## config.mk

```make
export PLATFORM = sky130hd
export DESIGN_NAME = stopwatch_timer
export DESIGN_NICKNAME = d
export VERILOG_FILES = /design/src/rtl/stopwatch_pkg.sv /design/src/rtl/seven_seg_decoder.sv /design/src/rtl/stopwatch_timer.sv
export SDC_FILE = /design/constraint.sdc
export NUM_CORES = 1
export LEC_CHECK = 0
export CORE_ASPECT_RATIO = 1.1
export CORE_UTILIZATION = 35
export CTS_CLUSTER_DIAMETER = 50
export CTS_CLUSTER_SIZE = 14
export DETAILED_ROUTE_END_ITERATION = 12
export MAX_ROUTING_LAYER = met4
export PLACE_DENSITY = 0.5
export RECOVER_POWER = 25
export SYNTH_ARGS = -nofsm -noshare
export SYNTH_HDL_FRONTEND = slang
export SYNTH_SLANG_ARGS = --single-unit
```

## constraint.sdc

```tcl
create_clock -name clk -period 4.19 [get_ports clk]
set_clock_uncertainty 0.1 [all_clocks]
set_input_delay 1.0475 -clock clk [delete_from_list [all_inputs] [get_ports clk]]
set_output_delay 1.0475 -clock clk [all_outputs]
set_load 0.05 [all_outputs]
```

## src/rtl/stopwatch_pkg.sv

```systemverilog
// Shared types and constants for the 00..99 seconds stopwatch.
// Also used by the countdown timer that shares the HEX7/HEX6 pair.
package stopwatch_pkg;

    typedef enum logic [1:0] {
        IDLE  = 2'd0,
        RUN   = 2'd1,
        PAUSE = 2'd2,
        LAP   = 2'd3
    } state_t;

    typedef logic [3:0] bcd_t;

    typedef struct packed {
        bcd_t tens;
        bcd_t ones;
    } count_t;

    localparam logic [6:0] SEG_BLANK = 7'b1111111;
    localparam logic [6:0] SEG_ZERO  = 7'b1000000;

    localparam count_t COUNT_ZERO = '{tens: 4'd0, ones: 4'd0};
    localparam count_t COUNT_MAX  = '{tens: 4'd9, ones: 4'd9};

    // Two-digit BCD increment; 99 rolls over to 00.
    function automatic count_t count_next(input count_t c);
        count_t n;
        n = c;
        if (c.ones == 4'd9) begin
            n.ones = 4'd0;
            if (c.tens == 4'd9) begin
                n.tens = 4'd0;
            end else begin
                n.tens = c.tens + 4'd1;
            end
        end else begin
            n.ones = c.ones + 4'd1;
        end
        return n;
    endfunction

endpackage

```

## src/rtl/seven_seg_decoder.sv

```systemverilog
// BCD digit to active-low seven-segment pattern, bit0=a .. bit6=g.
// Non-BCD inputs blank the digit.
module seven_seg_decoder
    import stopwatch_pkg::*;
(
    input  bcd_t       digit,
    output logic [6:0] seg
);

    always_comb begin
        seg = SEG_BLANK;
        case (digit)
            4'd0:    seg = SEG_ZERO;
            4'd1:    seg = 7'b1111001;
            4'd2:    seg = 7'b0100100;
            4'd3:    seg = 7'b0110000;
            4'd4:    seg = 7'b0011001;
            4'd5:    seg = 7'b0010010;
            4'd6:    seg = 7'b0000010;
            4'd7:    seg = 7'b1111000;
            4'd8:    seg = 7'b0000000;
            4'd9:    seg = 7'b0010000;
            default: seg = SEG_BLANK;
        endcase
    end

endmodule

```

## src/rtl/stopwatch_timer.sv

```systemverilog
// Two-digit seconds stopwatch with start/stop, lap and clear buttons.
// Lap freezes the display while the live count keeps running.
module stopwatch_timer
    import stopwatch_pkg::*;
#(
    parameter int TICKS_PER_SEC = 50_000_000
) (
    input  logic       clk,
    input  logic       rst,
    input  logic       start_stop,
    input  logic       lap,
    input  logic       clear,
    output logic [6:0] HEX7,
    output logic [6:0] HEX6,
    output logic       running,
    output logic       wrap
);

    localparam int PW = $clog2(TICKS_PER_SEC);
    localparam logic [PW-1:0] PMAX = PW'(TICKS_PER_SEC - 1);

    state_t        state;
    state_t        next_state;
    logic          ss_prev;
    logic          lap_prev;
    logic          clr_prev;
    logic          ss_rise;
    logic          lap_rise;
    logic          clr_rise;
    logic [PW-1:0] presc;
    count_t        count;
    count_t        lap_reg;
    count_t        disp;
    logic          counting;
    logic          tick;
    logic          take_lap;
    logic          zero_all;
    logic [6:0]    seg_tens;
    logic [6:0]    seg_ones;

    assign ss_rise  = start_stop & ~ss_prev;
    assign lap_rise = lap & ~lap_prev;
    assign clr_rise = clear & ~clr_prev;

    assign counting = (state == RUN) || (state == LAP);
    assign tick     = counting && (presc == PMAX);
    assign zero_all = (next_state == IDLE);
    assign disp     = (state == LAP) ? lap_reg : count;

    always_ff @(posedge clk) begin
        if (rst) begin
            ss_prev  <= 1'b0;
            lap_prev <= 1'b0;
            clr_prev <= 1'b0;
        end else begin
            ss_prev  <= start_stop;
            lap_prev <= lap;
            clr_prev <= clear;
        end
    end

    // start_stop outranks lap, which outranks clear.
    always_comb begin
        next_state = state;
        take_lap   = 1'b0;
        unique case (state)
            IDLE: begin
                if (ss_rise) next_state = RUN;
            end
            RUN: begin
                if (ss_rise) begin
                    next_state = PAUSE;
                end else if (lap_rise) begin
                    next_state = LAP;
                    take_lap   = 1'b1;
                end
            end
            LAP: begin
                if (ss_rise) begin
                    next_state = PAUSE;
                end else if (lap_rise) begin
                    next_state = RUN;
                end
            end
            PAUSE: begin
                if (ss_rise) begin
                    next_state = RUN;
                end else if (clr_rise) begin
                    next_state = IDLE;
                end
            end
            default: next_state = IDLE;
        endcase
    end

    always_ff @(posedge clk) begin
        if (rst) begin
            state   <= IDLE;
            running <= 1'b0;
        end else begin
            state   <= next_state;
            running <= (next_state == RUN) || (next_state == LAP);
        end
    end

    // Prescaler holds through PAUSE so a resume finishes the partial second.
    always_ff @(posedge clk) begin
        if (rst) begin
            presc <= '0;
            count <= COUNT_ZERO;
            wrap  <= 1'b0;
        end else begin
            wrap <= tick && (count == COUNT_MAX);
            if (zero_all) begin
                presc <= '0;
                count <= COUNT_ZERO;
            end else if (tick) begin
                presc <= '0;
                count <= count_next(count);
            end else if (counting) begin
                presc <= presc + 1'b1;
            end
        end
    end

    always_ff @(posedge clk) begin
        if (rst) begin
            lap_reg <= COUNT_ZERO;
        end else if (take_lap) begin
            lap_reg <= count;
        end
    end

    seven_seg_decoder u_tens (
        .digit (disp.tens),
        .seg   (seg_tens)
    );

    seven_seg_decoder u_ones (
        .digit (disp.ones),
        .seg   (seg_ones)
    );

    always_ff @(posedge clk) begin
        if (rst) begin
            HEX7 <= SEG_ZERO;
            HEX6 <= SEG_ZERO;
        end else begin
            HEX7 <= seg_tens;
            HEX6 <= seg_ones;
        end
    end

endmodule

```

==> results.tsv <==
metric	value	unit
synthToLayoutAreaGrowth	15.8	%
die_area	9500	µm²
power_density	345	nW/µm²
cp.arrival	3030	ps
stdcell_area	3690	µm²
n_antenna_cell	0	
relSlewSlack	0.429	
async_flop_share	0	
yosys.area_share.adder	0.0432	
track_usage	0.165	
whs_path_depth	2	
drc	0	
place_congestion	0.814	
synth_top_family_by_area	simple AND/OR/NAND/NOR gates	
cts_tree	built	
totalWireLength	6.73	mm
rows	36	
grt_pass1_wl	12.0	mm
synth_seq_cells	63	
yosysSeqAreaShare	0.395	
slew_viol_final	0	
holdWs	389	ps
largest_register_ffs	26	
grt_max_degree	21	
hp-class	register to register	
outcome	completed	
ys_warn_count	0	
worstPathCellList	dlygate4sd3_1 -> nor3b_1 -> nor2_2 -> buf_4 -> a211oi_1	
clkTransAtPathRegs	70	ps
worstReg2RegStart	presc[17]$_SDFFE_PP0P_	
cts-root-buf	clkbuf_8	
leakagePower	1.33	nW
cts_resized	0	
yosys-top-cells-area	dfxtp_1 (40%), mux2i_1 (5.0%), ha_1 (4.3%)	
via_per_inst	5.48	
cp-end-kind	register	
reg2reg_depth	5	
synth_edf_count	0	
syn_area_per_cell	9.24	µm²
maxCapViolCount	0	
clock.fmax	0.347	GHz
rsz0062_at_grt	false	
startpoint_type	primary input	
drt-pass1-iter-count	4	
die_w	93.0	µm
setup_tns	0	ps
io_pins	21	
antenna_found_initial	0	
start_util	0.359	
drt_iter0_drc	88	
slowest_stage	dlygate4sd3_1	
hold_start	lap_reg[6]$_SDFFE_PP0P_	
crit_start	rst	
clock_sinks	63	
globalRoute.totalOverflow	0	
detailed_place_hpwl	4.69	mm
cts_max_path_buffers	2	
htree_num_levels	3	
syn_nets	361	
die_h	102	µm
numCtsBuffers	9	
hold_buffers	0	
num_vias	2624	
peakVddDrop	0.148	mV
drt-wirelength-per-cell	14.0	µm
nNetsFinal	377	
syn_area	3190	µm²
synthMuxAreaShare	0.0643	
finalSetupViolCount	0	
synth-xor-area-share	0.0384	
synthFlopType	dfxtp_1	
port_buffers	20	
yosysTopAreaCell	dfxtp_1	
cts_setup_buffers	0	
synth_top_area_share	0.395	
synth_compound_area_frac	0.171	
synth-simple-area-share	0.246	
worstSetupPathType	primary input to register	
min_period	2880	ps
cp_slowest_stage_delay	660	ps
hold_viol	0	
drive_above_1_share	0.104	
core-area	8870	µm²
postRouteAntennaNets	0	
cp_data_required_time	4340	ps
clk-insertion-delay-late	340	ps
ys_types	55	
placed_cell_area	3470	µm²
worst_slew_pin_slew	856	ps
syn_inst	345	
crit_fanout	20	
period_share	0.687	
grt_pass1_vias	2535	
==> Yosys cell counts (2+ instances only) <==
cell type and instances:
o21ai_0 13, nand3_1 15, a211oi_1 14, and4_1 3, a31oi_1 2, a21bo_2 2
nor2b_1 8, mux2i_1 16, a21boi_0 3, a31o_2 3, nor2_1 20, nor4_1 2
nor4b_1 3, o21bai_1 2, inv_1 9, mux2_2 4, a221oi_1 2, xor2_1 10
buf_2 7, clkbuf_1 8, a21o_1 3, nor3_1 15, ha_1 11, nand3b_1 2
o31ai_1 14, and2_1 2, and3_1 7, xnor2_1 4, buf_6 2, or3_1 5
dfxtp_1 63, or4_1 14, a21oi_1 17, nand2_1 8, nand4_1 12
==> cell families after synthesis <==
group / after synthesis
buffers and inverters: 28
multiplexers: 20
adder cells (fa/ha/maj): 11
flip-flops: 63
XOR/XNOR: 14
AO/OA/AOI/OAI: 80
AND/OR/NAND/NOR: 129
==> layer usage <==
metal	share of wire	vias up	track usage
met1	0.49	1241	0.198
met5	0	-	-
li1	-	1340	-
met4	0.021	0	0.0734
met3	0.022	12	0.0402
met2	0.47	31	0.263
==> layout by cell type, fill, tap and decap left out, drive strengths merged, types with 5 or more instances in the layout <==
cell / n
ha: 11
nand3: 16
or3: 5
xor2: 10
dfxtp: 63
o21ai: 13
nor2b: 8
a21oi: 17
clkbuf: 13
mux2i: 16
nand4: 13
a211oi: 15
inv: 9
nor2: 20
or4: 14
nand2: 9
o31ai: 14
nor3: 16
and3: 8
clkdlybuf4s50: 18
==> worst max-delay path: cells and delay by family <==
family                 cells  cell delay [ps]
and+or+nand+nor            2              800
AOI/OAI and AO/OA          1              230
buffers and inverters      2              940
==> final timing paths <==
check                             to  slack, ps
max reg2reg   presc[23]$_SDFFE_PP0P_       1690
min          lap_reg[6]$_SDFFE_PP0P_        390
max           presc[24]$_SDFFE_PP0P_       1310
min reg2reg  lap_reg[6]$_SDFFE_PP0P_        390
==> stage by stage <==
stage | util | power (mW) | instances | setup slack (ps)
floorplan | - | 0.660 | 345 | 1830
global placement | 0.391 | 0.676 | 464 | 1120
detailed placement | 0.391 | 0.677 | 464 | 1080
CTS | 0.417 | 1.30 | 479 | 1420
global route | 0.416 | 1.33 | 479 | 1120
finish | 0.416 | 1.27 | 479 | 1310
==> final cells by class <==
| type | instances | area, µm² |
|---|---|---|
| clock inverter | 3 | 65.1 |
| inverter | 9 | 33.8 |
| multi-input combinational | 254 | 1800 |
| tap | 114 | 143 |
| fill | 890 | 5180 |
| clock buffer | 12 | 165 |
| sequential | 63 | 1260 |
| timing repair buffer | 24 | 226 |
==> report_power, final <==
part	switching [mW]	internal [mW]
Clock	0.233	0.380
Sequential	0.00576	0.604
Combinational	0.0332	0.0184
(Power assumes the default switching activity.)
